==> config.mk <==
export PLATFORM = sky130hd
export DESIGN_NAME = misr_signature_engine
export DESIGN_NICKNAME = d
export VERILOG_FILES = /design/src/rtl/misr_signature_engine.sv
export SDC_FILE = /design/constraint.sdc
export NUM_CORES = 1
export LEC_CHECK = 0
export BUFFER_PORTS_ARGS = -buffer_cell sky130_fd_sc_hd__buf_2
export CAP_MARGIN = 30
export CORE_MARGIN = 4
export CORE_UTILIZATION = 50
export CTS_BUF_LIST = sky130_fd_sc_hd__clkbuf_16
export DETAILED_ROUTE_END_ITERATION = 16
export PLACE_DENSITY = 0.8
export RECOVER_POWER = 50
export SYNTH_ARGS = -nofsm -noshare
export SYNTH_HDL_FRONTEND = slang
export SYNTH_SLANG_ARGS = --single-unit
==> constraint.sdc <==
create_clock -name clk -period 2.2 [get_ports clk]
set_clock_uncertainty 0.15 [all_clocks]
set_input_delay 0.33 -clock clk [delete_from_list [all_inputs] [get_ports clk]]
set_output_delay 0.33 -clock clk [all_outputs]
set_load 0.01 [all_outputs]
==> src/rtl/misr_signature_engine.sv <==
// Multiple-input signature register for BIST response compaction.
// Runs a counted, valid-qualified session and compares the final signature against a golden value.
module misr_signature_engine #(
    parameter int unsigned      WIDTH = 5,
    parameter logic [WIDTH-1:0] POLY  = 5'b11011,
    parameter logic [WIDTH-1:0] SEED  = '0,
    parameter int unsigned      CNT_W = 16
) (
    input  logic             clk,
    input  logic             rst,
    input  logic             start,
    input  logic             abort,
    input  logic [CNT_W-1:0] len,
    input  logic             din_valid,
    input  logic [WIDTH-1:0] din,
    input  logic [WIDTH-1:0] golden,
    output logic             busy,
    output logic             done,
    output logic             pass,
    output logic [WIDTH-1:0] signature
);

    typedef enum logic [1:0] {StIdle, StRun, StDone} state_e;

    state_e             state_q, state_d;
    logic [WIDTH-1:0]   sig_q, sig_d;
    logic [WIDTH-1:0]   next_sig;
    logic [CNT_W-1:0]   rem_q, rem_d;
    logic               pass_q, pass_d;

    // One compaction step: shift, fold the MSB back through the taps, absorb the word.
    always_comb begin
        next_sig    = '0;
        next_sig[0] = (POLY[0] & sig_q[WIDTH-1]) ^ din[0];
        for (int i = 1; i < int'(WIDTH); i++) begin
            next_sig[i] = sig_q[i-1] ^ (POLY[i] & sig_q[WIDTH-1]) ^ din[i];
        end
    end

    always_comb begin
        state_d = state_q;
        sig_d   = sig_q;
        rem_d   = rem_q;
        pass_d  = pass_q;
        unique case (state_q)
            StIdle: begin
                // Abort outranks start here, so a simultaneous pair never opens a session.
                if (!abort && start) begin
                    sig_d = SEED;
                    if (len != '0) begin
                        rem_d   = len;
                        pass_d  = 1'b0;
                        state_d = StRun;
                    end else begin
                        pass_d  = (SEED == golden);
                        state_d = StDone;
                    end
                end
            end
            StRun: begin
                if (abort) begin
                    pass_d  = 1'b0;
                    state_d = StIdle;
                end else if (din_valid) begin
                    sig_d = next_sig;
                    rem_d = rem_q - CNT_W'(1);
                    if (rem_q == CNT_W'(1)) begin
                        pass_d  = (next_sig == golden);
                        state_d = StDone;
                    end
                end
            end
            StDone: begin
                if (abort) begin
                    pass_d = 1'b0;
                end
                state_d = StIdle;
            end
            default: state_d = StIdle;
        endcase
    end

    always_ff @(posedge clk or negedge rst) begin
        if (!rst) begin
            state_q <= StIdle;
            sig_q   <= SEED;
            rem_q   <= '0;
            pass_q  <= 1'b0;
        end else begin
            state_q <= state_d;
            sig_q   <= sig_d;
            rem_q   <= rem_d;
            pass_q  <= pass_d;
        end
    end

    assign busy      = (state_q == StRun);
    assign done      = (state_q == StDone);
    assign pass      = pass_q;
    assign signature = sig_q;

endmodule

# --- Word-level counts from Yosys, hierarchy flattened ---
# Index checks and enable logic that the tools add are counted.
totals:
  ff_bits: 24
  output_inout_bits: 8
  wordCells: 57
op_classes:
  n_addsub: 1
  eq_ne: 11
  mux: 22
  n_bitwise: 8
  n_reduce_logical: 11
ops:
  columns: ["op", "count"]
  rows:
  - ["16-bit two-way mux", 4]
  - ["16-bit case mux with 2 select lines", 1]
  - ["16-bit by 1-bit == test with 1-bit output (second input constant)", 1]
  - ["16-bit nonzero test", 1]
  - ["16-bit by 1-bit subtractor with 16-bit output (second input constant)", 1]
  - ["5-bit two-way mux", 3]
  - ["2-bit two-way mux", 5]
  - ["2-bit != test (second input constant)", 5]
  - ["5-bit case mux with 2 select lines", 1]
  - ["5-bit AND reduction", 2]
  - ["1-bit XOR", 8]
  - ["1-bit two-way mux", 6]
  - ["5-bit == test", 1]
  - ["5-bit logical NOT", 1]
  - ["2-bit case mux with 2 select lines", 1]
  - ["4-bit AND reduction", 1]
  - ["3-bit by 2-bit != test with 1-bit output (second input constant)", 1]
  - ["3-bit != test (second input constant)", 1]
  - ["1-bit case mux with 3 select lines", 1]
  - ["3-bit AND reduction", 1]
  - ["3-bit nonzero test", 1]
  - ["2-bit by 1-bit == test with 1-bit output (second input constant)", 1]
  - ["2-bit == test (second input constant)", 1]
  - ["2-bit logical NOT", 1]
  - ["other kinds (3)", 3]

# --- Depth between registers and ports, before layout ---
logic_depth:
  depth_word: 7
  mapped_depth: 10
  ltp_nobuf: 7

# --- Least setup slack after synthesis ---
# OpenSTA, ideal clock, no wires.
synth_path:
  path_kind: "reg-to-reg"
  startpoint: "reg state_q[1]"
  endpoint: "reg rem_q[11]"
  setup_ps: 126
  t_arrival_ps: 1773
  setup_slack_ps: 151
  path_stages_with_launch: 10
  n_path_buf: 2
  synth_period_minus_slack_ps: 2049
  cell_sequence: "dfrtp_1 inv_1 ha_1 mux2i_1 a211o_1 buf_2 a21oi_2 buf_4 o22a_1 o311a_1"
synth_via:
  elab_chain_len: 3
synth_lines:
  columns: ["item", "line_no", "source"]
  rows:
  - ["start: declaration", "25", "state_e state_q, state_d;"]
  - ["start signal: assignment", "85", "state_q <= StIdle;"]
  - ["start signal: assignment", "90", "state_q <= state_d;"]
  - ["2-bit by 1-bit == test with 1-bit output (*)", null, null]
  - ["via busy", "17", "output logic busy,"]
  - ["2-bit != test (no line) / 2-bit nonzero test (equally long branches)", null, null]
  - ["5-bit AND reduction (no line)", null, null]
  - ["end signal: assignment", "92", "rem_q <= rem_d;"]
  - ["end: declaration", "28", "logic [CNT_W-1:0] rem_q, rem_d;"]
# Mark *: on every way through the listed nets, which the timed path passes. The rest lies on a longest branch.
# A chain may end at the register's enable or synchronous reset.

# --- Final worst setup path ---
layout_path:
  startpoint: "reg state_q[0]"
  endpoint: "reg rem_q[15]"
layout_via:
  elab_chain_len: 3
layout_lines:
  columns: ["item", "line_no", "source"]
  rows:
  - ["2-bit by 1-bit == test with 1-bit output / 2-bit logical NOT (equally long branches)", "45", "unique case (state_q)"]
  - ["2-bit != test (no line) / 2-bit nonzero test (equally long branches)", null, null]
  - ["5-bit AND reduction (no line)", null, null]
# Parallel ways exist; a longest one is shown, timed or not.

==> run_summary.xml <==
<?xml version="1.0" encoding="UTF-8"?>
<metrics>
  <group name="status">
    <metric name="run_status" unit="">finished, final reports clean</metric>
  </group>
  <group name="final_layout">
    <metric name="area.growth.synth_to_final" unit="%">24.65</metric>
    <metric name="drive_gt1_share" unit="%">25.31</metric>
    <metric name="postLayoutCellArea" unit="um^2">2101</metric>
    <metric name="final-instance-count-excl-fill" unit="">285</metric>
    <metric name="final_nets" unit="">279</metric>
    <metric name="diodes" unit="">0</metric>
    <metric name="fillers" unit="">264</metric>
  </group>
  <group name="drt">
    <metric name="met3_wirelength" unit="um">318</metric>
    <metric name="route.vias.total" unit="">1716</metric>
    <metric name="first_iter_violations" unit="">192</metric>
    <metric name="top_signal_layer_used" unit="">met4</metric>
    <metric name="detailedRoute.firstPassIterationCount" unit="">5</metric>
    <metric name="drc" unit="">0</metric>
    <metric name="wl_per_cell" unit="um">15.59</metric>
    <metric name="antenna_violating_nets_post_route" unit="">0</metric>
    <metric name="route.final.wire_length" unit="um">4444</metric>
    <metric name="routedLengthMet1" unit="um">2000</metric>
    <metric name="wl_met2" unit="um">2081</metric>
    <metric name="detail_route.vias_per_cell" unit="">6.021</metric>
  </group>
  <group name="power_and_ir_drop">
    <metric name="pwr_density" unit="nW/um^2">1350</metric>
    <metric name="irDropWorstVdd" unit="mV">0.7462</metric>
    <metric name="p_total" unit="W">0.002836</metric>
    <metric name="p_leak" unit="nW">0.9224</metric>
  </group>
  <group name="synth">
    <metric name="yosys_warnings" unit="">0</metric>
    <metric name="ys_seq_area_share" unit="%">35.63</metric>
    <metric name="syn_area" unit="um^2">1685</metric>
    <metric name="avgSynthCellArea" unit="um^2">8.778</metric>
    <metric name="most_frequent_cells_after_synthesis" unit="">sky130_fd_sc_hd__dfrtp_1, sky130_fd_sc_hd__o22ai_1, sky130_fd_sc_hd__a21oi_1, sky130_fd_sc_hd__nand2_1, sky130_fd_sc_hd__nand3_1</metric>
    <metric name="netlist-cell-type-count" unit="">44</metric>
    <metric name="synthCells" unit="">192</metric>
    <metric name="synth_enable_flop_cells" unit="">0</metric>
    <metric name="main_area_contributors_after_synthesis" unit="">sky130_fd_sc_hd__dfrtp_1, sky130_fd_sc_hd__o22ai_1, sky130_fd_sc_hd__a21oi_1, sky130_fd_sc_hd__ha_1, sky130_fd_sc_hd__xnor2_1</metric>
    <metric name="synth.ff_latch_count" unit="">24</metric>
    <metric name="async_reset_ff_share" unit="%">100.0</metric>
    <metric name="net_count_after_synthesis" unit="">229</metric>
    <metric name="most_frequent_cell_after_synthesis" unit="">sky130_fd_sc_hd__dfrtp_1</metric>
    <metric name="netlist.area_leader.share" unit="%">35.63</metric>
    <metric name="synthDominantAreaCellType" unit="">sky130_fd_sc_hd__dfrtp_1</metric>
    <metric name="ys_dominant_reg_cell" unit="">sky130_fd_sc_hd__dfrtp_1</metric>
  </group>
  <group name="clocking">
    <metric name="clk_path_buf_depth" unit="">2</metric>
    <metric name="clk-insertion-delay-late" unit="ns">0.26</metric>
    <metric name="numCtsBuffers" unit="">3</metric>
    <metric name="cts_root_buffer_type" unit="">sky130_fd_sc_hd__clkbuf_16</metric>
    <metric name="cts-htree-levels" unit="">1</metric>
    <metric name="clock_sinks" unit="">24</metric>
    <metric name="cts_tree" unit="">yes</metric>
    <metric name="clk_pin_slew" unit="ns">0.06</metric>
  </group>
  <group name="critical_path">
    <metric name="cp_slowest_stage_delay" unit="ns">0.38</metric>
    <metric name="max_fo_critical_path" unit="">8</metric>
    <metric name="critical_path.startpoint_type" unit="">flip-flop</metric>
    <metric name="critPathLaunch" unit="">state_q[0]</metric>
    <metric name="critical-path-top-cell-by-count" unit="">sky130_fd_sc_hd__buf_4</metric>
    <metric name="ordered_list_of_cells_on_the_worst_path" unit="">inv_1 -&gt; ha_1 -&gt; buf_4 -&gt; a211oi_2 -&gt; buf_4 -&gt; nand2_1 -&gt; o41ai_1 -&gt; a21oi_1</metric>
    <metric name="regToRegStartpoint" unit="">state_q[0]</metric>
    <metric name="r2r.worst_path.cells" unit="">8</metric>
    <metric name="worst_setup_path_end_kind" unit="">flip-flop</metric>
    <metric name="crit_path_max_delay_cell_type" unit="">sky130_fd_sc_hd__dfrtp_1</metric>
    <metric name="rr_endpoint" unit="">rem_q[15]</metric>
    <metric name="critPathCapture" unit="">rem_q[15]</metric>
    <metric name="timing.setup.critical_path_class" unit="">reg -&gt; reg</metric>
    <metric name="regToRegSetupSlack" unit="ns">0.14</metric>
    <metric name="timing.critical_path.required" unit="ns">2.19</metric>
    <metric name="critical_path_arrival" unit="ns">2.05</metric>
  </group>
  <group name="job">
    <metric name="cap_viol_max_count" unit="">0</metric>
  </group>
  <group name="placement">
    <metric name="place_inst" unit="">280</metric>
    <metric name="portBuffers" unit="">38</metric>
    <metric name="place_congestion" unit="">0.9400</metric>
    <metric name="placedInstanceArea" unit="um^2">2004</metric>
    <metric name="dp_hpwl" unit="um">3315</metric>
  </group>
  <group name="global_route">
    <metric name="first_global_vias" unit="">1547</metric>
    <metric name="first_pass_grt_wire_length" unit="um">7231</metric>
    <metric name="number_of_antenna_violations_at_the_first_check_in_global_routing" unit="">0</metric>
    <metric name="pin_count_of_the_biggest_net_entering_global_routing" unit="">25</metric>
    <metric name="gr-usage-all-layers" unit="%">21.50</metric>
    <metric name="overflow_left_after_global_routing" unit="">0</metric>
  </group>
  <group name="die">
    <metric name="dieArea" unit="um^2">4364</metric>
    <metric name="start_util" unit="%">53.88</metric>
    <metric name="placementRows" unit="">20</metric>
    <metric name="ioPinCount" unit="">39</metric>
    <metric name="die_height" unit="um">66.06</metric>
    <metric name="core_region_area" unit="um^2">3128</metric>
    <metric name="die_width" unit="um">66.06</metric>
  </group>
  <group name="timing">
    <metric name="drv_slew" unit="">0</metric>
    <metric name="rsz0062_at_grt" unit="">yes</metric>
    <metric name="max_slew_margin" unit="%">58.00</metric>
    <metric name="final.period_utilization" unit="%">93.59</metric>
    <metric name="min_period" unit="ns">2.059</metric>
    <metric name="final_hold_viol_count" unit="">0</metric>
    <metric name="tightest_slew" unit="ns">0.6300</metric>
    <metric name="setup_violations" unit="">0</metric>
    <metric name="max_freq" unit="GHz">0.4857</metric>
  </group>
  <group name="min_path">
    <metric name="timing.hold.worst.class" unit="">in -&gt; reg</metric>
  </group>
</metrics>
==> layout make-up <==
class                   instances  area [um^2]  area share, %
clock buffers                   3        75.07          3.574
clock inverters                 1        3.754         0.1787
inverters                       8        30.03          1.429
multi-input cells             149         1008          48.01
flip-flops and latches         24        600.6          28.59
well taps                      44        55.05          2.621
repair buffers                 56        327.8          15.60
==> worst min path at each step <==
| stage | start | to | cells after the start |
|---|---|---|---|
| floorplan | rst | pass | 0 |
| global route | len[1] | rem_q[1] | 3 |
| global placement | rst | signature[1] | 1 |
| CTS | len[1] | rem_q[1] | 3 |
| detailed placement | rst | signature[1] | 1 |
| finish | len[1] | rem_q[1] | 3 |
==> critical path, delay by kind of cell, from the launching register on <==
kind / cells / cell delay (ns)
AO/OA/AOI/OAI: 3 / 0.66
AND/OR/NAND/NOR: 1 / 0.06
buffers and inverters: 3 / 0.48
flip-flops: 1 / 0.38
adder cells (fa/ha/maj): 1 / 0.21
==> per-layer routing <==
metal	track usage (%)	up-vias
met2	34.67	73
met4	5.584	0
met1	29.30	808
met3	4.422	8
met5	0	-
li1	-	827
==> registers in the layout, indices dropped and copies added (netlist names) <==
name       cells
pass           1
state_q        2
signature      5
rem_q         16
==> cells in the final DEF (no fill, tap or decap), drive strengths merged, types with 2 or more instances in the layout <==
master  Yosys  layout
a211oi      2       2
a21oi      17      17
and2        4       4
buf         8      51
clkbuf      3       7
dfrtp      24      24
ha          6       6
inv         8       8
mux2        2       2
mux2i       3       3
nand2      12      12
nand2b      2       2
nand3      12      12
nand4       7       7
nand4b      2       2
nor2        7       7
nor3        4       4
nor3b       3       3
nor4        8       8
o211ai      3       3
o21ai       5       5
o21bai      3       3
o22a        2       2
o22ai      20      20
o31ai       3       3
o41ai       2       2
xnor2       7       7
xor2        5       5
==> where the power goes <==
part	switching, W	internal, W	total (W)
logic	0.000812	0.000733	0.00155
clock network	0.000157	0.000243	0.000400
registers	0.000252	0.000639	0.000890
==> per-stage QoR <==
stage	setup slack (ns)	hold slack, ns	utilization [%]	setup TNS, ns
floorplan	0.1512	-0.1156	-	0
global placement	0.1465	0.2068	64.08	0
detailed placement	0.1502	0.2061	64.08	0
CTS	0.1358	0.2067	66.92	0
global route	-0.01634	0.2183	67.16	-0.01881
finish	0.1409	0.2118	67.16	0
==> cells by family (layout without fill, tap and decap cells) <==
kind of cell	count (synthesis)	after routing	synth area share [%]
and+or+nand+nor	64	64	21.38
AOI/OAI and AO/OA	62	62	24.20
buffers and inverters	19	68	4.974
xor gates and xnor gates	12	12	6.236
adders and majority gates	6	6	4.454
DFF	24	24	35.63
muxes	5	5	3.118
==> repair_timing <==
action / 4_1_cts / 5_1_grt
hold buffers: 1 / 0
setup endpoints to repair: 0 / 5
resized for setup: 0 / 2
endpoints found under the hold margin: 24 / 0
setup buffers: 0 / 0
Power figures use the tool's default switching activity.
